==> src/rtl/uart_pkg.sv <==
`default_nettype none
// =============================================================================
// uart_pkg : shared constants and elaboration-time helpers for the baud block
// Rev 1.0
// =============================================================================
package uart_pkg;

    localparam int unsigned OS_MIN    = 4;
    localparam int unsigned OS_MAX    = 64;
    localparam int unsigned ACC_W_MIN = 12;
    localparam int unsigned ACC_W_MAX = 32;

    // Largest legal increment, 2^(ACC_W-1): beyond this an add could carry on
    // consecutive cycles in a way that aliases the tick rate.
    function automatic longint unsigned max_inc(input int unsigned acc_w);
        return 64'd1 << (acc_w - 1);
    endfunction

    // round(OVERSAMPLE * BAUDRATE * 2^ACC_W / CLK_FREQ)
    function automatic longint unsigned def_inc(input int unsigned clk_freq,
                                                input int unsigned baud,
                                                input int unsigned os,
                                                input int unsigned acc_w);
        longint unsigned num;
        num = 64'(os) * 64'(baud) * (64'd1 << acc_w);
        return (num + 64'(clk_freq / 2)) / 64'(clk_freq);
    endfunction

    function automatic bit params_ok(input int unsigned os, input int unsigned acc_w);
        return (os >= OS_MIN) && (os <= OS_MAX) &&
               (acc_w >= ACC_W_MIN) && (acc_w <= ACC_W_MAX);
    endfunction

endpackage
`default_nettype wire

==> src/rtl/uart_phase_acc.sv <==
`default_nettype none
// =============================================================================
// uart_phase_acc : phase accumulator, carry register and increment shadowing
// Rev 1.0
// =============================================================================
module uart_phase_acc
    import uart_pkg::*;
#(
    parameter int unsigned      ACC_W   = 24,
    parameter logic [ACC_W-1:0] DEF_INC = '0
) (
    input  logic             clk,
    input  logic             rst_n,
    input  logic             run_i,
    input  logic             clr_i,
    input  logic             apply_i,
    input  logic             inc_wr_i,
    input  logic [ACC_W-1:0] inc_wdata_i,
    output logic             carry_o,
    output logic             os_tick_o,
    output logic             inc_pend_o,
    output logic             inc_err_o
);
    localparam logic [ACC_W-1:0] MAX_INC = ACC_W'(max_inc(ACC_W));

    logic [ACC_W-1:0] acc_q, acc_d;
    logic [ACC_W-1:0] inc_q, inc_d;
    logic [ACC_W-1:0] shadow_q, shadow_d;
    logic             pend_q, pend_d;
    logic             tick_q, tick_d;
    logic             err_q, err_d;
    logic [ACC_W:0]   sum;
    logic             wr_legal;

    assign sum      = {1'b0, acc_q} + {1'b0, inc_q};
    assign carry_o  = run_i & sum[ACC_W];
    assign wr_legal = inc_wr_i && (inc_wdata_i != '0) && (inc_wdata_i <= MAX_INC);

    always_comb begin
        acc_d    = acc_q;
        inc_d    = inc_q;
        shadow_d = shadow_q;
        pend_d   = pend_q;
        tick_d   = carry_o;
        err_d    = inc_wr_i & ~wr_legal;

        if (clr_i) begin
            acc_d = '0;
        end else if (run_i) begin
            acc_d = sum[ACC_W-1:0];
        end

        // Apply first, then accept a same-cycle write so it stays pending.
        if (apply_i && pend_q) begin
            inc_d  = shadow_q;
            pend_d = 1'b0;
        end
        if (wr_legal) begin
            shadow_d = inc_wdata_i;
            pend_d   = 1'b1;
        end
    end

    always_ff @(posedge clk or negedge rst_n) begin
        if (!rst_n) begin
            acc_q    <= '0;
            inc_q    <= DEF_INC;
            shadow_q <= '0;
            pend_q   <= 1'b0;
            tick_q   <= 1'b0;
            err_q    <= 1'b0;
        end else begin
            acc_q    <= acc_d;
            inc_q    <= inc_d;
            shadow_q <= shadow_d;
            pend_q   <= pend_d;
            tick_q   <= tick_d;
            err_q    <= err_d;
        end
    end

    assign os_tick_o  = tick_q;
    assign inc_pend_o = pend_q;
    assign inc_err_o  = err_q;

endmodule
`default_nettype wire

==> src/rtl/uart_baud_frac.sv <==
`default_nettype none
// =============================================================================
// uart_baud_frac : fractional-N UART oversample / mid-bit / bit tick generator
// Rev 1.0
// =============================================================================
module uart_baud_frac
    import uart_pkg::*;
#(
    parameter int unsigned CLK_FREQ   = 50_000_000,
    parameter int unsigned BAUDRATE   = 9600,
    parameter int unsigned OVERSAMPLE = 16,
    parameter int unsigned ACC_W      = 24
) (
    input  logic             clk,
    input  logic             rst_n,
    input  logic             enable,
    input  logic             sync_clr,
    input  logic             inc_wr,
    input  logic [ACC_W-1:0] inc_wdata,
    output logic             os_tick,
    output logic             mid_tick,
    output logic             bit_tick,
    output logic             inc_pend,
    output logic             inc_err
);
    localparam int unsigned      CNT_W    = $clog2(OVERSAMPLE);
    localparam logic [ACC_W-1:0] DEF_INC  = ACC_W'(def_inc(CLK_FREQ, BAUDRATE, OVERSAMPLE, ACC_W));
    localparam logic [CNT_W-1:0] CNT_LAST = CNT_W'(OVERSAMPLE - 1);
    localparam logic [CNT_W-1:0] CNT_MID  = CNT_W'(OVERSAMPLE / 2 - 1);

    if (!params_ok(OVERSAMPLE, ACC_W)) begin : g_param_check
        $error("uart_baud_frac: OVERSAMPLE must be 4..64 and ACC_W 12..32");
    end

    logic             run;
    logic             carry;
    logic             bit_wrap;
    logic             mid_hit;
    logic             apply;
    logic [CNT_W-1:0] os_cnt_q, os_cnt_d;
    logic             bit_tick_q, bit_tick_d;
    logic             mid_tick_q, mid_tick_d;

    assign run      = enable & ~sync_clr;
    assign bit_wrap = carry & (os_cnt_q == CNT_LAST);
    assign mid_hit  = carry & (os_cnt_q == CNT_MID);
    // A new increment may only land where it cannot split a bit period.
    assign apply    = sync_clr | ~enable | bit_wrap;

    uart_phase_acc #(
        .ACC_W   (ACC_W),
        .DEF_INC (DEF_INC)
    ) u_phase_acc (
        .clk         (clk),
        .rst_n       (rst_n),
        .run_i       (run),
        .clr_i       (sync_clr),
        .apply_i     (apply),
        .inc_wr_i    (inc_wr),
        .inc_wdata_i (inc_wdata),
        .carry_o     (carry),
        .os_tick_o   (os_tick),
        .inc_pend_o  (inc_pend),
        .inc_err_o   (inc_err)
    );

    always_comb begin
        os_cnt_d   = os_cnt_q;
        bit_tick_d = bit_wrap;
        mid_tick_d = mid_hit;
        if (sync_clr) begin
            os_cnt_d = '0;
        end else if (carry) begin
            os_cnt_d = bit_wrap ? '0 : os_cnt_q + 1'b1;
        end
    end

    always_ff @(posedge clk or negedge rst_n) begin
        if (!rst_n) begin
            os_cnt_q   <= '0;
            bit_tick_q <= 1'b0;
            mid_tick_q <= 1'b0;
        end else begin
            os_cnt_q   <= os_cnt_d;
            bit_tick_q <= bit_tick_d;
            mid_tick_q <= mid_tick_d;
        end
    end

    assign bit_tick = bit_tick_q;
    assign mid_tick = mid_tick_q;

endmodule
`default_nettype wire

==> config.mk <==
export PLATFORM = sky130hd
export DESIGN_NAME = uart_baud_frac
export DESIGN_NICKNAME = d
export VERILOG_FILES = /design/src/rtl/uart_pkg.sv /design/src/rtl/uart_phase_acc.sv /design/src/rtl/uart_baud_frac.sv
export SDC_FILE = /design/constraint.sdc
export NUM_CORES = 1
export LEC_CHECK = 0
export ABC_AREA = 0
export CAP_MARGIN = 20
export CORE_ASPECT_RATIO = 2
export CORE_MARGIN = 3
export CORE_UTILIZATION = 45
export CTS_BUF_LIST = sky130_fd_sc_hd__clkbuf_16
export DETAILED_ROUTE_END_ITERATION = 12
export MAX_ROUTING_LAYER = met4
export PLACE_DENSITY = 0.67
export SLEW_MARGIN = 20
export SYNTH_ARGS = -nofsm -noshare
export SYNTH_HDL_FRONTEND = slang
export SYNTH_SLANG_ARGS = --single-unit
==> constraint.sdc <==
create_clock -name clk -period 4.4 [get_ports clk]
set_clock_uncertainty 0.15 [all_clocks]
set_input_delay 0.66 -clock clk [delete_from_list [all_inputs] [get_ports clk]]
set_output_delay 0.66 -clock clk [all_outputs]
set_load 0.01 [all_outputs]
**Yosys cells after proc, flatten, opt, wreduce, memory -nomap -nowiden**

Cells that the tools add are included.

- Add/subtract/negate cells: 2
- Magnitude comparators: 1
- Equality and inequality tests: 2
- Multiplexer cells: 7
- Bitwise logic cells: 10
- Reductions and logical operators: 7

Operators with widths:

| cell | number |
|---|---|
| 2-to-1 mux 24 bit | 2 |
| adder 24 x 24 -> 25 bit | 1 |
| <= comparator 24 bit, second input constant | 1 |
| nonzero test 24 bit | 1 |
| 2-to-1 mux 4 bit | 3 |
| nonzero test 2 bit | 3 |
| AND 1 bit | 5 |
| adder 4 x 1 -> 4 bit, second input constant | 1 |
| equality test 4 x 3 -> 1 bit, second input constant | 1 |
| equality test 4 bit, second input constant | 1 |
| logical AND 1 bit | 3 |
| inverter 1 bit | 3 |
| 2-to-1 mux 1 bit | 2 |
| OR 1 bit | 2 |

- Bits in registers: 81
- Output and inout port bits: 5

**Depth between registers and ports, before layout**

Gate-level depths: netlist of the first run.

- Depth in word-level cells: 8
- Depth in mapped cells: 11

**Modules after synthesis**

From an unflattened synthesis of the first run, not the netlist that was laid out.

- Cells, all modules: 412
- Area total of the unflattened synthesis: 4509.3 µm²

By module, submodules not included:

| module | times used | cells an instance | area an instance (µm²) |
|---|---|---|---|
| uart_phase_acc | 1 | 386 | 4236.6 |
| uart_baud_frac | 1 | 26 | 272.8 |

**Least setup slack after synthesis of the first run**

No wires, ideal clock.

- Kind: register -> register
- Start: reg u_phase_acc.inc_q[0]
- End: reg os_cnt_q[2]
- Library setup time: 0.128 ns
- Arrival time: 2.459 ns
- Required time: 4.122 ns
- Slack: 1.663 ns
- Cell stages (with the launch flop): 11
- Clock period less this slack: 2.737 ns
- Cell sequence: dfrtp_1 ha_1 inv_1 fa_1 nor2b_4 o31a_1 o41ai_2 o211ai_2 and3_4 o211ai_2 mux2_1

- Word-level cells in the longest chain between the ends: 6
- Elaborated cells on any way between the ends: 7
- Those cells by class: add/sub: 1; mux: 3; bitwise: 2; reduce/logical: 1

RTL lines:

| element | RTL line | text |
|---|---|---|
| start, declared | uart_phase_acc.sv:27 | `logic [ACC_W-1:0] inc_q, inc_d;` |
| start signal, assigned | uart_phase_acc.sv:74 | `inc_q <= inc_d;` |
| adder 24 x 24 -> 25 bit * | uart_phase_acc.sv:35 | `assign sum = {1'b0, acc_q} + {1'b0, inc_q};` |
| AND 1 bit * | uart_phase_acc.sv:36 | `assign carry_o = run_i & sum[ACC_W];` |
| AND 1 bit | uart_baud_frac.sv:45 | `assign bit_wrap = carry & (os_cnt_q == CNT_LAST);` |
| 2-to-1 mux 4 bit | uart_baud_frac.sv:74 | `os_cnt_d = bit_wrap ? '0 : os_cnt_q + 1'b1;` |
| 2-to-1 mux 4 bit | uart_baud_frac.sv:73 | `end else if (carry) begin` |
| 2-to-1 mux 4 bit | uart_baud_frac.sv:71 | `if (sync_clr) begin` |
| end signal, assigned | uart_baud_frac.sv:84 | `os_cnt_q <= os_cnt_d;` |
| end, declared | uart_baud_frac.sv:40 | `logic [CNT_W-1:0] os_cnt_q, os_cnt_d;` |

Every way passes the cells marked *; elsewhere a longest branch is shown, timed or not. The select of a mux whose other input is x is not followed.
A chain may end at the register's enable or synchronous reset.

**Worst setup path after layout of the first run**

- Start: reg u_phase_acc.inc_q[0]
- End: reg os_cnt_q[1]

- Word-level cells in the longest chain between the ends: 6
- Elaborated cells on any way between the ends: 7
- Those cells by class: add/sub: 1; mux: 3; bitwise: 2; reduce/logical: 1

RTL lines:

| element | RTL line | text |
|---|---|---|
| adder 24 x 24 -> 25 bit * | uart_phase_acc.sv:35 |  |
| AND 1 bit * | uart_phase_acc.sv:36 |  |
| named net carry | uart_baud_frac.sv:36 | `logic carry;` |
| AND 1 bit | uart_baud_frac.sv:45 |  |
| 2-to-1 mux 4 bit | uart_baud_frac.sv:74 |  |
| 2-to-1 mux 4 bit | uart_baud_frac.sv:73 |  |
| 2-to-1 mux 4 bit | uart_baud_frac.sv:71 |  |

The timed path passes the listed nets; every way through them passes the cells marked *. The select of a mux whose other input is x is not followed.

==> results_dict.tcl, run 1 <==
set metrics [dict create \
    overflow 0 \
    placed_cells 691 \
    r2r_slack_ns 1.22 \
    grt_max_degree 76 \
    synth_cell_types 68 \
    drv_cap 0 \
    cts_tree "built" \
    pwr-share-clk_pct 19.8 \
    regArea_mm2 0.00204 \
    cts_resized 0 \
    htreeDepth 3 \
    layout.cells.non_filler 707 \
    first_iter_violations 209 \
    yosysWarnings 0 \
    grtUsageMet1_pct 24.9 \
    drc_errors 0 \
    nets 617 \
    grt.busiest_layer "met2" \
    synth_commonest_cells "dfrtp_1 (74), nand2_1 (47), nor2_1 (36), inv_1 (29), nand4_1 (26)" \
    worstRegToRegCells 11 \
    wire_per_inst_um 18.6 \
    syn_to_final_growth_pct 14.2 \
    synth_seq_cells 81 \
    root_buffer "clkbuf_16" \
    syn_avg_cell_area_um2 9.51 \
    cp_slowest_cell "o41ai_2" \
    syn_area_mm2 0.00517 \
    n_antenna_cell 0 \
    switching_share_pct 42.5 \
    die_h_um 158 \
    path_clk_slew_ns 0.07 \
    cp_cell_sequence "ha_1, inv_1, fa_1, nor2b_4, o31a_1, o41ai_2, o211ai_2, nand3_2, buf_4, a21oi_2, mux2_1" \
    setup_viol 0 \
    cp_max_fo 27 \
    routabilityCongestion 0.896 \
    clkLatencyLatePin_ns 0.34 \
    end_kind "flop" \
    synth_cells 544 \
    p_seq_share_pct 27.4 \
    dp_hpwl_mm 9.40 \
    start_util_pct 46.7 \
    power_leakage_nw 2.53 \
    p_int_mw 2.50 \
    yosysMostFrequentCell "dfrtp_1" \
    cts_buffer_depth 2 \
    cp-start-kind "flop" \
    synth_top_area_share_pct 35.8 \
    synth_nets 599 \
    required_ns 4.47 \
    crit_arrival_ns 3.25 \
    ant_nets 0 \
    vdd_drop_max_mv 0.408 \
    post-route-period-util_pct 72.2 \
    grt_use_total_pct 22.0 \
    synthFlopType "dfrtp_1" \
    critPathBufInv 2 \
    grt_pass1_wl_mm 21.6 \
    outcome "completed" \
    period_needed_ns 3.18 \
    regToRegStartpoint "u_phase_acc.inc_q[0]" \
    r2r-end "os_cnt_q[1]" \
    async_flop_share_pct 100 \
    p_comb_share_pct 52.8 \
    setup_tns_ns 0 \
    synth_top_cell_by_area "dfrtp_1" \
    numCtsBuffers 9 \
    rsz0062_at_grt "false" \
    cts_hold_buf 0 \
    fill_cells 1053 \
    core_mm2 0.0111 \
    ioPinCount 34 \
    fmaxAchievable_mhz 315 \
    worst_slew_pin_slew_ns 0.980 \
    layout-drive-gt1-share_pct 13.2 \
    cp_top_family "compound AO/OA/AOI/OAI gates" \
    place_area_mm2 0.00557 \
    met2_usage_pct 38.2 \
    crit_type "flop to flop" \
    cts_sinks 81 \
    slew_viol_final 0 \
    synth.area.top_cells "dfrtp_1 (36%), ha_1 (6.0%), mux2_2 (5.2%), dfstp_2 (3.6%), nand2_1 (3.4%)" \
    row_count 54 \
    antenna_found_initial 0 \
    final_area_mm2 0.00591 \
    synth_edf_count 0 \
    hold_viol 0 \
    final_util_pct 53.3 \
    wl_mm 13.1 \
    multiInputGateArea_mm2 0.00286 \
    use_met3_pct 2.39 \
    p_sw_mw 1.85 \
    slowest_delay_ns 0.46 \
    fin_hold_ws_ns 0.189 \
    num_vias 4421 \
    grt_pass1_vias 4530 \
    portBuffers 33 \
    maxSlewHeadroom_pct 34.6 \
    dieWidth_um 81.8 \
    power_density_mw_per_mm2 735 \
    post_cts_buffers 0 \
    drt_pass1_iterations 4 \
    viasPerCell 6.25 \
    die-area_mm2 0.0129 \
    ys_seq_area_share_pct 39.3 \
    holdCritPathClass "input port to asynchronous set/reset pin" \
]
-- metrics by stage --
| stage | setup slack, ns | total power [mW] |
|---|---|---|
| floorplan | 1.66 | 2.98 |
| global placement | 1.09 | 3.38 |
| detailed placement | 1.05 | 3.47 |
| CTS | 1.18 | 4.36 |
| global route | 1.02 | 4.66 |
| finish | 1.22 | 4.34 |
-- area by class of cell --
class | count | share of cell area, %
well taps | 140 | 2.96
clock inverters | 7 | 1.88
multi-input cells | 399 | 48.4
inverters | 30 | 1.91
flip-flops and latches | 81 | 34.5
clock buffers | 9 | 3.81
repair buffers | 41 | 6.57
-- kinds of logic after synthesis --
group	synth area share, %
flip-flops	39.3
buffers and inverters	5.61
adder cells (fa/ha/maj)	6.43
AND/OR/NAND/NOR	14.4
XOR/XNOR	2.54
AO/OA/AOI/OAI	24.8
multiplexers	6.82
-- state kept, by name, indices dropped and copies added, names as in the netlist --
| register | cells |
|---|---|
| bit_tick | 1 |
| mid_tick | 1 |
| os_cnt_q | 4 |
| u_phase_acc.acc_q | 24 |
| u_phase_acc.inc_err_o | 1 |
| u_phase_acc.inc_pend_o | 1 |
| u_phase_acc.inc_q | 24 |
| u_phase_acc.os_tick_o | 1 |
| u_phase_acc.shadow_q | 24 |
-- worst max path at each step --
stage,startpoint,slack (ns),depth (start not counted),to
floorplan,u_phase_acc.inc_q[0],1.66,10,os_cnt_q[2]
global placement,inc_wdata[16],1.09,7,u_phase_acc.shadow_q[20]
detailed placement,inc_wdata[18],1.05,7,u_phase_acc.shadow_q[17]
CTS,u_phase_acc.inc_q[0],1.18,11,os_cnt_q[1]
global route,u_phase_acc.inc_q[0],1.02,11,os_cnt_q[1]
finish,u_phase_acc.inc_q[0],1.22,11,os_cnt_q[1]
-- power groups by stage --
stage	Clock, mW	Sequential, mW	Combinational (mW)
2_1_floorplan	0	1.12	1.85
3_3_place_gp	0	1.18	2.20
3_5_place_dp	0	1.20	2.27
4_1_cts	0.875	1.19	2.29
5_1_grt	0.899	1.22	2.55
6_report	0.860	1.19	2.29
-- layout by cell type (no fill, tap or decap), types with 11 or more instances in the layout --
cell type,count
a21o_1,16
a21oi_1,18
a31oi_1,25
clkdlybuf4s50_1,32
dfrtp_1,74
ha_1,25
inv_1,30
mux2_2,24
nand2_1,47
nand4_1,26
nor2_1,35
o21ai_0,21
o22ai_1,25
o311ai_1,19
xnor2_1,11
-- routing by layer --
metal | vias up | wire, um
met5 | - | 0
met2 | 88 | 7190
met1 | 2209 | 5230
li1 | 2097 | -
met4 | 0 | 317
met3 | 27 | 385
Power figures use the tool's default switching activity.
==> inputs of run 2 (changes only) <==
Settings changed: PLACE_DENSITY 0.67 to 0.7.
Clock period 4.4 ns to 2.9 ns, I/O delays scaled along.
==> run 2 against run 1 <==
  * Routed wire length up 0.34%
  * Final area up 5.1%
  * Fmax up 13%
  * Count of clock-buffer cells in the layout unchanged
  * Final cell count up 3.3%
  * Die area unchanged
  * Hold slack better by 0.15 ns
  * First-iteration DRC count up 7.2%
  * Largest cell class unchanged
==> results_dict.tcl, run 2 (synthesized netlist as in run 1, its figures left out) <==
set metrics [dict create \
    cp_slowest_cell "fa_2" \
    path_clk_slew_ns 0.06 \
    layout-drive-gt1-share_pct 18.8 \
    slew_viol_final 0 \
    hold_viol 0 \
    antenna_found_initial 0 \
    maxSlewHeadroom_pct 56.2 \
    die-area_mm2 0.0129 \
    setup_viol 0 \
    crit_arrival_ns 2.90 \
    first_iter_violations 224 \
    period_needed_ns 2.80 \
    grt_max_degree 76 \
    slowest_delay_ns 0.39 \
    grt_pass1_vias 4552 \
    place_area_mm2 0.00578 \
    layout_commonest_cell "dfrtp_1" \
    regArea_mm2 0.00204 \
    end_kind "flop" \
    cts_buffer_depth 2 \
    core_mm2 0.0111 \
    finalPower_mw 6.88 \
    wl_mm 13.2 \
    power_density_mw_per_mm2 1110 \
    layout_common_cells "dfrtp_1 (74), nand2_1 (47), nor2_1 (35)" \
    grt_pass1_wl_mm 21.7 \
    nets 640 \
    vdd_drop_max_mv 0.523 \
    clkLatencyLatePin_ns 0.34 \
    n_antenna_cell 0 \
    cp_max_fo 25 \
    multiInputGateArea_mm2 0.00298 \
    viasPerCell 6.18 \
    die_h_um 158 \
    cts_sinks 81 \
    cp_cell_sequence "ha_1, inv_2, fa_2, nor2b_4, o31a_1, o41ai_2, buf_4, o211ai_4, and3_4, nor2_8, buf_12, o311ai_2" \
    portBuffers 33 \
    overflow 0 \
    start_util_pct 46.7 \
    required_ns 2.99 \
    ant_nets 0 \
    holdCritPathClass "flop to flop" \
    worst_slew_pin_slew_ns 0.657 \
    drc_errors 0 \
    routabilityCongestion 0.917 \
    rsz0062_at_grt "true" \
    cts_tree "built" \
    crit_type "flop to flop" \
    grt_use_total_pct 22.2 \
    largest_registers "u_phase_acc.acc_q x24, u_phase_acc.inc_q x24, u_phase_acc.shadow_q x24" \
    fmaxAchievable_mhz 357 \
    numCtsBuffers 9 \
    row_count 54 \
    setup_ws_ns 0.0975 \
    post-route-period-util_pct 96.6 \
    htreeDepth 3 \
    outcome "completed" \
    layout.cells.non_filler 730 \
    dp_hpwl_mm 9.51 \
    fill_cells 994 \
    num_vias 4514 \
    ioPinCount 34 \
    dpl_worst_slack_ns -0.120 \
    drv_cap 0 \
    placed_cells 711 \
    drt_pass1_iterations 5 \
    root_buffer "clkbuf_16" \
    wire_per_inst_um 18.0 \
    power_leakage_nw 2.66 \
    dieWidth_um 81.8 \
    setup_tns_ns 0 \
    syn_to_final_growth_pct 20.0 \
    final_util_pct 56.0 \
    cp-start-kind "flop" \
    fin_hold_ws_ns 0.337 \
    final_area_mm2 0.00621 \
]
run 2: power breakdown:
part	switching (mW)	internal [mW]	total, mW
logic	2.22	1.78	4.00
registers	0.301	1.50	1.80
clock network	0.494	0.587	1.08
total	3.01	3.87	6.88
run 2: area by class of cell:
cell class / count / area share (%)
Inverter: 30 / 1.81
Clock inverter: 7 / 0.867
Clock buffer: 9 / 3.63
Tap cell: 140 / 2.82
Sequential cell: 81 / 32.8
Multi-Input combinational cell: 399 / 47.9
Timing Repair Buffer: 64 / 10.1
run 2: what timing repair did:
item                                    in CTS  in global routing
endpoints found under the setup margin      26                 34
gates resized for setup                      3                 21
hold buffers                                 1                  0
pin swaps                                    2                  6
hold endpoints to repair                    32                  0
buffers inserted                             2                  0
run 2: routing by layer:
layer,wire length [um],vias to the layer above,GRT usage [%]
met5,0,-,-
met1,5140,2225,24.6
met2,7160,100,38.1
li1,-,2153,-
met3,335,36,2.85
met4,533,0,11.4
run 2: path summary, 6_finish.rpt:
check | startpoint | endpoint | slack [ns] | cells past startpoint
setup / recovery | u_phase_acc.inc_q[0] | u_phase_acc.inc_q[6] | 0.1 | 12
hold / removal | u_phase_acc.acc_q[18] | u_phase_acc.acc_q[18] | 0.34 | 2
setup reg to reg | u_phase_acc.inc_q[0] | u_phase_acc.inc_q[6] | 0.1 | 12
hold reg to reg | u_phase_acc.acc_q[18] | u_phase_acc.acc_q[18] | 0.34 | 2
max in group asynchronous | rst_n | u_phase_acc.inc_q[15] | 1.45 | 3
min in group asynchronous | rst_n | mid_tick | 0.47 | 2
run 2: worst max-delay path: cells and delay by family (launching register included):
kind            cells  cell delay [ns]
flops               1             0.35
simple gates        3             0.46
compound gates      4             0.79
buf+inv             3             0.37
fa+ha+maj           2             0.57
==> inputs of run 3 (changes only) <==
Settings changed: CORE_MARGIN 3 to 2.
==> run 3 against run 2 <==
  * The run now ends with negative hold slack left
  * Combinational power grew 4%
  * Critical path depth down 1
  * Die area down 3.7%
==> results_dict.tcl, run 3 (synthesized netlist as in run 1, its figures left out) <==
set metrics [dict create \
    setup_ws_ns 0.0644 \
    fmaxAchievable_mhz 353 \
    power_density_mw_per_mm2 1140 \
    regToRegStartpoint "u_phase_acc.inc_q[0]" \
    viasPerCell 6.16 \
    crit_type "flop to flop" \
    period_needed_ns 2.84 \
    finalPower_mw 7.27 \
    cp_slowest_cell "fa_2" \
    root_buffer "clkbuf_16" \
    fill_cells 1000 \
    hold_viol 15 \
    placed_cells 714 \
    fin_hold_ws_ns -0.0324 \
    cts_hold_buf 0 \
    ant_nets 0 \
    end_kind "flop" \
    syn_to_final_growth_pct 23.2 \
    maxSlewHeadroom_pct 50.1 \
    power_leakage_nw 2.73 \
    numCtsBuffers 9 \
    layout-drive-gt1-share_pct 20.6 \
    grt_max_degree 82 \
    grt_pass1_wl_mm 21.9 \
    slowest_delay_ns 0.38 \
    dp_hpwl_mm 9.48 \
    drv_cap 0 \
    row_count 55 \
    dieWidth_um 79.8 \
    holdCritPathClass "input port to asynchronous set/reset pin" \
    wl_mm 13.6 \
    clkLatencyLatePin_ns 0.34 \
    slew_viol_final 0 \
    cts_buffer_depth 2 \
    largest_registers "u_phase_acc.acc_q x24, u_phase_acc.inc_q x24, u_phase_acc.shadow_q x24" \
    drc_errors 0 \
    regArea_mm2 0.00204 \
    r2r_slack_ns 0.06 \
    cts_sinks 81 \
    final_area_mm2 0.00637 \
    nets 641 \
    cp_cell_sequence "ha_2, inv_2, fa_2, nor2b_4, o31a_1, o41ai_4, o211ai_4, and3_4, nor2_4, buf_12, o311ai_1" \
    routabilityCongestion 0.929 \
    place_area_mm2 0.00578 \
    first_iter_violations 291 \
    outcome "finished with violations" \
    layout_common_cells "dfrtp_1 (74), nand2_1 (47), nor2_1 (35)" \
    layout.cells.non_filler 733 \
    grt_pass1_vias 4631 \
    die-area_mm2 0.0124 \
    multiInputGateArea_mm2 0.00308 \
    layout_commonest_cell "dfrtp_1" \
    die_h_um 156 \
    htreeDepth 3 \
    worstRegToRegCells 11 \
    setup_viol 0 \
    r2r-end "u_phase_acc.inc_q[6]" \
    antenna_found_initial 0 \
    wire_per_inst_um 18.5 \
    ioPinCount 34 \
    path_clk_slew_ns 0.07 \
    n_antenna_cell 0 \
    core_mm2 0.0113 \
    violations "negative hold slack" \
    portBuffers 33 \
    cts_tree "built" \
    final_util_pct 56.5 \
    worst_slew_pin_slew_ns 0.748 \
    start_util_pct 45.8 \
    vdd_drop_max_mv 0.750 \
    startpoint "u_phase_acc.inc_q[0]" \
    cp-start-kind "flop" \
    dpl_worst_slack_ns -0.0963 \
    post-route-period-util_pct 97.8 \
    drt_pass1_iterations 4 \
    required_ns 2.99 \
    crit_arrival_ns 2.92 \
    grt_use_total_pct 23.1 \
    cp_max_fo 8 \
    overflow 0 \
    num_vias 4513 \
    setup_tns_ns 0 \
]
## run 3: cell types whose count changed in the layout (fill, tap and decap cells not counted), moves of 3 or more
cell	previous run	this run
bufinv_16	0	3
o311ai_1	15	7
o311ai_2	9	14
o311ai_4	0	3
## run 3: worst max path at each step
stage | endpoint | slack, ns
6_report | u_phase_acc.inc_q[6] | 0.06
5_1_grt | u_phase_acc.inc_q[6] | -0.01
4_1_cts | u_phase_acc.inc_q[23] | 0.0003
3_5_place_dp | u_phase_acc.inc_q[3] | -0.1
3_3_place_gp | u_phase_acc.inc_q[2] | 0.009
2_1_floorplan | os_cnt_q[2] | 0.16
## run 3: worst max-delay path: cells and delay by family (launching register included)
kind / cells / cell delay [ns]
DFF: 1 / 0.35
AOI/OAI and AO/OA: 4 / 0.90
adders and majority gates: 2 / 0.59
and+or+nand+nor: 3 / 0.53
buffers and inverters: 2 / 0.21
## run 3: cell type report
class,count,share of cell area [%]
multi-input cells,400,48.3
flip-flops and latches,81,31.9
repair buffers,64,9.84
clock buffers,9,3.53
well taps,142,2.79
clock inverters,7,1.85
inverters,30,1.77
## run 3: report_power, final
group | internal [mW] | switching, mW
combinational | 1.84 | 2.31
clock | 0.843 | 0.477
sequential | 1.50 | 0.303
total | 4.18 | 3.09
## run 3: routing by layer
layer / up-vias / wire length [um] / track usage [%]
met4: 0 / 352 / 10.8
li1: 2159 / - / -
met5: - / 0 / -
met3: 23 / 424 / 2.89
met1: 2236 / 5230 / 26.4
met2: 95 / 7590 / 39.6
## run 3: repair_timing
action / 4_1_cts / 5_1_grt
setup buffers: 0 / 4
gates resized for setup: 5 / 30
pin swaps: 1 / 10
setup endpoints to repair: 23 / 37
cloned: 0 / 1
==> RTL edit 1, RTL diff (config.mk and constraints of run 1) <==
Reset style: synchronous (`rst_n`), changed in 2 clocked blocks.
--- a/src/rtl/uart_phase_acc.sv
+++ b/src/rtl/uart_phase_acc.sv
@@ -61,7 +61,7 @@
         end
     end
 
-    always_ff @(posedge clk or negedge rst_n) begin
+    always_ff @(posedge clk) begin
         if (!rst_n) begin
             acc_q    <= '0;
             inc_q    <= DEF_INC;
--- a/src/rtl/uart_baud_frac.sv
+++ b/src/rtl/uart_baud_frac.sv
@@ -75,7 +75,7 @@
         end
     end
 
-    always_ff @(posedge clk or negedge rst_n) begin
+    always_ff @(posedge clk) begin
         if (!rst_n) begin
             os_cnt_q   <= '0;
             bit_tick_q <= 1'b0;
Function: differs if rst_n is asserted again (counterexample within 4 cycles, from zero or initial values and one cycle with rst_n low); with rst_n held inactive, the same outputs for 4 cycles.
==> RTL edit 1 against run 1 <==
Die area fell by 15%. Wire length fell by 24%. Non-clock buffer count fell by 3. Synthesized cell count fell by 9.2%. Area after synthesis fell by 16%. Sequential cell count did not move. Cell area fell by 16%. Setup slack improved by 310 ps.
Power is not compared: it rests on default switching activity, and its combinational part moved more than twofold at a synthesized area within 25%.
==> RTL edit 1: results (changes against run 1) <==
| Metric | Value |
|---|---|
| Multi-input gate count | `381 (was 399)` |
| Multi-input logic area | `0.00256 mm² (was 0.00286 mm²)` |
| Met2 routed WL | `5140 µm (was 7190 µm)` |
| FF-to-FF setup slack | `1530 ps (was 1220 ps)` |
| Ranking of synthesized cells by area | `dfxtp_1 (37%), mux2i_1 (9.9%), ha_1 (7.2%), nand2_1 (4.3%), nor2b_1 (3.9%) (was dfrtp_1 (36%), ha_1 (6.0%), mux2_2 (5.2%), dfstp_2 (3.6%), nand2_1 (3.4%))` |
| Vias in the first global route | `3,467 (was 4,530)` |
| RR Startpoint | `u_phase_acc.inc_q[0]$_SDFFE_PN0P_ (was u_phase_acc.inc_q[0]$_DFFE_PN0P_)` |
| Final clock-cell share | `0.0578 (was 0.0570)` |
| Initial DRC Count | `205 (was 209)` |
| Non-Clock Inverter Count | `4 (was 30)` |
| Seq. cell area | `0.00162 mm² (was 0.00204 mm²)` |
| GR Util All Layers | `0.200 (was 0.220)` |
| Sequential cell count | `81 (unchanged)` |
| Data arrival, critical path | `2920 ps (was 3250 ps)` |
| Non-clk buf share | `0.0729 (was 0.0657)` |
| Vias post-DR | `3,626 (was 4,421)` |
| Post-synth top cells | `dfxtp_1 (81), nand2_1 (50), mux2i_1 (43) (was dfrtp_1 (74), nand2_1 (47), nor2_1 (36))` |
| First-pass GRT wire length | `16,600 µm (was 21,600 µm)` |
| Synth Net Count | `549 (was 599)` |
| Vias per cell | `5.81 (was 6.25)` |
| Met1 Resource Use GR | `0.229 (was 0.249)` |
| Fin Hold WS | `305 ps (was 189 ps)` |
| Layout cells sized above 1 | `0.0481 (was 0.132)` |
| Max FO, Critical Path | `41 (was 27)` |
| R2R cell count | `10 (was 11)` |
| Yosys cell types | `53 (was 68)` |
| Pin count of the biggest net entering global routing | `69 (was 76)` |
| Signal buffers | `38 (was 41)` |
| WL final | `9950 µm (was 13,100 µm)` |
| Routability cong. | `0.874 (was 0.896)` |
| Final HPWL DP | `7390 µm (was 9400 µm)` |
| Status | `finished clean (unchanged)` |
[RTL edit 1: cell count changes after synthesis, sizes merged, moves of 22 or more]
cell    delta
dfrtp     -74
dfxtp     +81
inv       -25
mux2      -26
mux2i     +37
nand3     +25
nand4     -23
nor2b     +22
o22ai     -25
o311ai    -24
[RTL edit 1: through the flow]
step | setup WS, ps | area (µm²)
floorplan | 1870 | 4350
global placement | 1220 | 4690
detailed placement | 1130 | 4690
CTS | 1500 | 4980
global route | 1270 | 4980
finish | 1530 | 4980
[RTL edit 1: worst min-delay path by stage]
stage	from	endpoint
6_report	u_phase_acc.inc_q[9]$_SDFFE_PN0P_	u_phase_acc.inc_q[9]$_SDFFE_PN0P_
5_1_grt	u_phase_acc.inc_q[0]$_SDFFE_PN0P_	u_phase_acc.inc_q[0]$_SDFFE_PN0P_
4_1_cts	u_phase_acc.inc_q[9]$_SDFFE_PN0P_	u_phase_acc.inc_q[9]$_SDFFE_PN0P_
3_5_place_dp	u_phase_acc.inc_q[10]$_SDFFE_PN0P_	u_phase_acc.inc_q[10]$_SDFFE_PN0P_
3_3_place_gp	u_phase_acc.acc_q[9]$_SDFFE_PP0P_	u_phase_acc.acc_q[9]$_SDFFE_PP0P_
2_1_floorplan	os_cnt_q[3]$_SDFFE_PP0P_	mid_tick$_SDFF_PN0_
[RTL edit 1: cells by family (layout without fill, tap and decap cells)]
| group | after synthesis | count (layout) | share of synthesized area |
|---|---|---|---|
| buffers and inverters | 32 | 58 | 0.0385 |
| flip-flops | 81 | 81 | 0.373 |
| AO/OA/AOI/OAI | 121 | 121 | 0.179 |
| AND/OR/NAND/NOR | 173 | 173 | 0.198 |
| XOR/XNOR | 18 | 18 | 0.0362 |
| adder cells (fa/ha/maj) | 26 | 26 | 0.0765 |
| multiplexers | 43 | 43 | 0.0990 |
==> RTL edit 2, RTL diff (config.mk and constraints of run 1) <==
Made on the original files. Change the parameter `CLK_FREQ` from 50_000_000 to 37_500_000.
--- a/src/rtl/uart_baud_frac.sv
+++ b/src/rtl/uart_baud_frac.sv
@@ -6,7 +6,7 @@
 module uart_baud_frac
     import uart_pkg::*;
 #(
-    parameter int unsigned CLK_FREQ   = 50_000_000,
+    parameter int unsigned CLK_FREQ   = 37_500_000,
     parameter int unsigned BAUDRATE   = 9600,
     parameter int unsigned OVERSAMPLE = 16,
     parameter int unsigned ACC_W      = 24
Check against the original RTL: not equivalent (a bounded check fails within 10 cycles, from zero or initial values and one cycle with rst_n low).
==> RTL edit 2 against run 1 <==
Synthesized cell count unchanged. Setup slack lost 120 ps. Wire length decreased by 5.7%. Sequential share of layout area increased by 0.22 points. Cell area decreased by 0.51%. Area after synthesis about the same. Sequential cell count did not move. Total power fell by 3.2%. Fmax fell by 3.7%. Utilization shrank 0.27 points. Clock power is 14% lower. Highest routed layer unchanged.
==> RTL edit 2: results (changes against run 1) <==
| Metric | Value |
|---|---|
| FF-to-FF setup slack | `1100 ps (was 1220 ps)` |
| First-pass GRT wire length | `20,900 µm (was 21,600 µm)` |
| Worst ir drop on vdd | `0.305 mV (was 0.408 mV)` |
| Status | `finished clean (unchanged)` |
| Filler cells | `1,031 (was 1,053)` |
| Initial DRT Pass Iterations | `4 (unchanged)` |
| Final HPWL DP | `8810 µm (was 9400 µm)` |
| RR Startpoint | `u_phase_acc.inc_q[0]$_DFFE_PN1P_ (was u_phase_acc.inc_q[0]$_DFFE_PN0P_)` |
| Met2 routed WL | `6660 µm (was 7190 µm)` |
| Largest registers | `u_phase_acc.acc_q x24, u_phase_acc.inc_q x24, u_phase_acc.shadow_q x24 (unchanged)` |
| DR WL met3 | `365 µm (was 385 µm)` |
| Seq. cell area | `0.00204 mm² (about the same)` |
| WL per Instance | `17.5 µm (was 18.6 µm)` |
| Non-clk buf share | `0.0688 (was 0.0657)` |
| Layout cells sized above 1 | `0.134 (was 0.132)` |
| Data arrival, critical path | `3370 ps (was 3250 ps)` |
| Met2 Use GR | `0.357 (was 0.382)` |
| Worst path top cell family by delay | `compound AO/OA/AOI/OAI gates (unchanged)` |
| Crit path largest cell delay | `550 ps (was 460 ps)` |
| Critical-path top delay cell | `dfstp_2 (was o41ai_2)` |
| Sequential share of the synthesized area | `0.394 (was 0.393)` |
| Wl on met1 | `5030 µm (was 5230 µm)` |
| Multi-input gate count | `399 (unchanged)` |
| Routability cong. | `0.895 (was 0.896)` |
| Initial antenna violation count | `0 (unchanged)` |
| CTS clk-pin slew, worst paths | `70 ps (about the same)` |
| Clock Sinks | `81 (unchanged)` |
| Post-synth top cells | `dfrtp_1 (72), nand2_1 (47), nor2_1 (36) (was dfrtp_1 (74), nand2_1 (47), nor2_1 (36))` |
| Cts repair resizes | `0 (unchanged)` |
| Pwr Density | `715 mW/mm² (was 735 mW/mm²)` |
| WL final | `12,400 µm (was 13,100 µm)` |
| P_leak | `2.51 nW (was 2.53 nW)` |
| Initial DRC Count | `205 (was 209)` |
| Met1 Resource Use GR | `0.247 (was 0.249)` |
| Vias post-DR | `4,430 (was 4,421)` |
| Post-DP Area | `0.00559 mm² (was 0.00557 mm²)` |
| Met3 capacity usage during global routing | `0.0285 (was 0.0239)` |
| GR Util All Layers | `0.211 (was 0.220)` |
| Tmin final | `3300 ps (was 3180 ps)` |
| Yosys cell types | `68 (unchanged)` |
| Pin count of the biggest net entering global routing | `82 (was 76)` |
| Worst slew pin tran | `968 ps (was 980 ps)` |
| Fraction of area in multi-input gates | `0.487 (was 0.484)` |
| # H-tree levels | `3 (unchanged)` |
| Die width | `81.8 µm (about the same)` |
| Worst slack at placement | `873 ps (was 1050 ps)` |
| Final clock-cell share | `0.0490 (was 0.0570)` |
| Ranking of synthesized cells by area | `dfrtp_1 (35%), ha_1 (6.0%), mux2_2 (5.2%), dfstp_2 (4.6%), nand2_1 (3.4%) (was dfrtp_1 (36%), ha_1 (6.0%), mux2_2 (5.2%), dfstp_2 (3.6%), nand2_1 (3.4%))` |
-- RTL edit 2: cell types whose count changed in the layout (fill, tap and decap cells not counted) --
cell	delta
buf_12	+1
buf_4	-2
buf_6	+1
bufinv_16	-2
clkinv_1	+1
clkinvlp_4	+1
dfrtp_1	-2
dfstp_2	+2
-- RTL edit 2: worst min path at each step --
stage | end | slack [ps] | start | depth (start not counted)
after floorplan | bit_tick$_DFF_PN0_ | 210 | rst_n | 0
after global placement | u_phase_acc.acc_q[18]$_DFFE_PN0P_ | 320 | u_phase_acc.acc_q[18]$_DFFE_PN0P_ | 2
after detailed placement | u_phase_acc.acc_q[18]$_DFFE_PN0P_ | 340 | u_phase_acc.acc_q[18]$_DFFE_PN0P_ | 2
after CTS | u_phase_acc.acc_q[18]$_DFFE_PN0P_ | 350 | u_phase_acc.acc_q[18]$_DFFE_PN0P_ | 2
after global routing | u_phase_acc.acc_q[20]$_DFFE_PN0P_ | 260 | rst_n | 1
final | u_phase_acc.acc_q[20]$_DFFE_PN0P_ | 200 | rst_n | 1
-- RTL edit 2: report_power, final --
| part | internal (mW) | leakage [nW] | switching, mW |
|---|---|---|---|
| clock | 0.433 | 0.140 | 0.307 |
| sequential | 0.992 | 0.979 | 0.201 |
| combinational | 0.961 | 1.39 | 1.31 |
| total | 2.39 | 2.51 | 1.82 |
-- RTL edit 2: logic make-up (layout without fill, tap and decap cells) --
kind of cell,count (synthesis),count (layout),share of synthesized area
AO/OA/AOI/OAI,177,177,0.248
XOR/XNOR,15,15,0.0254
adder cells (fa/ha/maj),26,26,0.0643
buffers and inverters,64,87,0.0561
flip-flops,81,81,0.394
multiplexers,32,32,0.0682
AND/OR/NAND/NOR,149,149,0.144
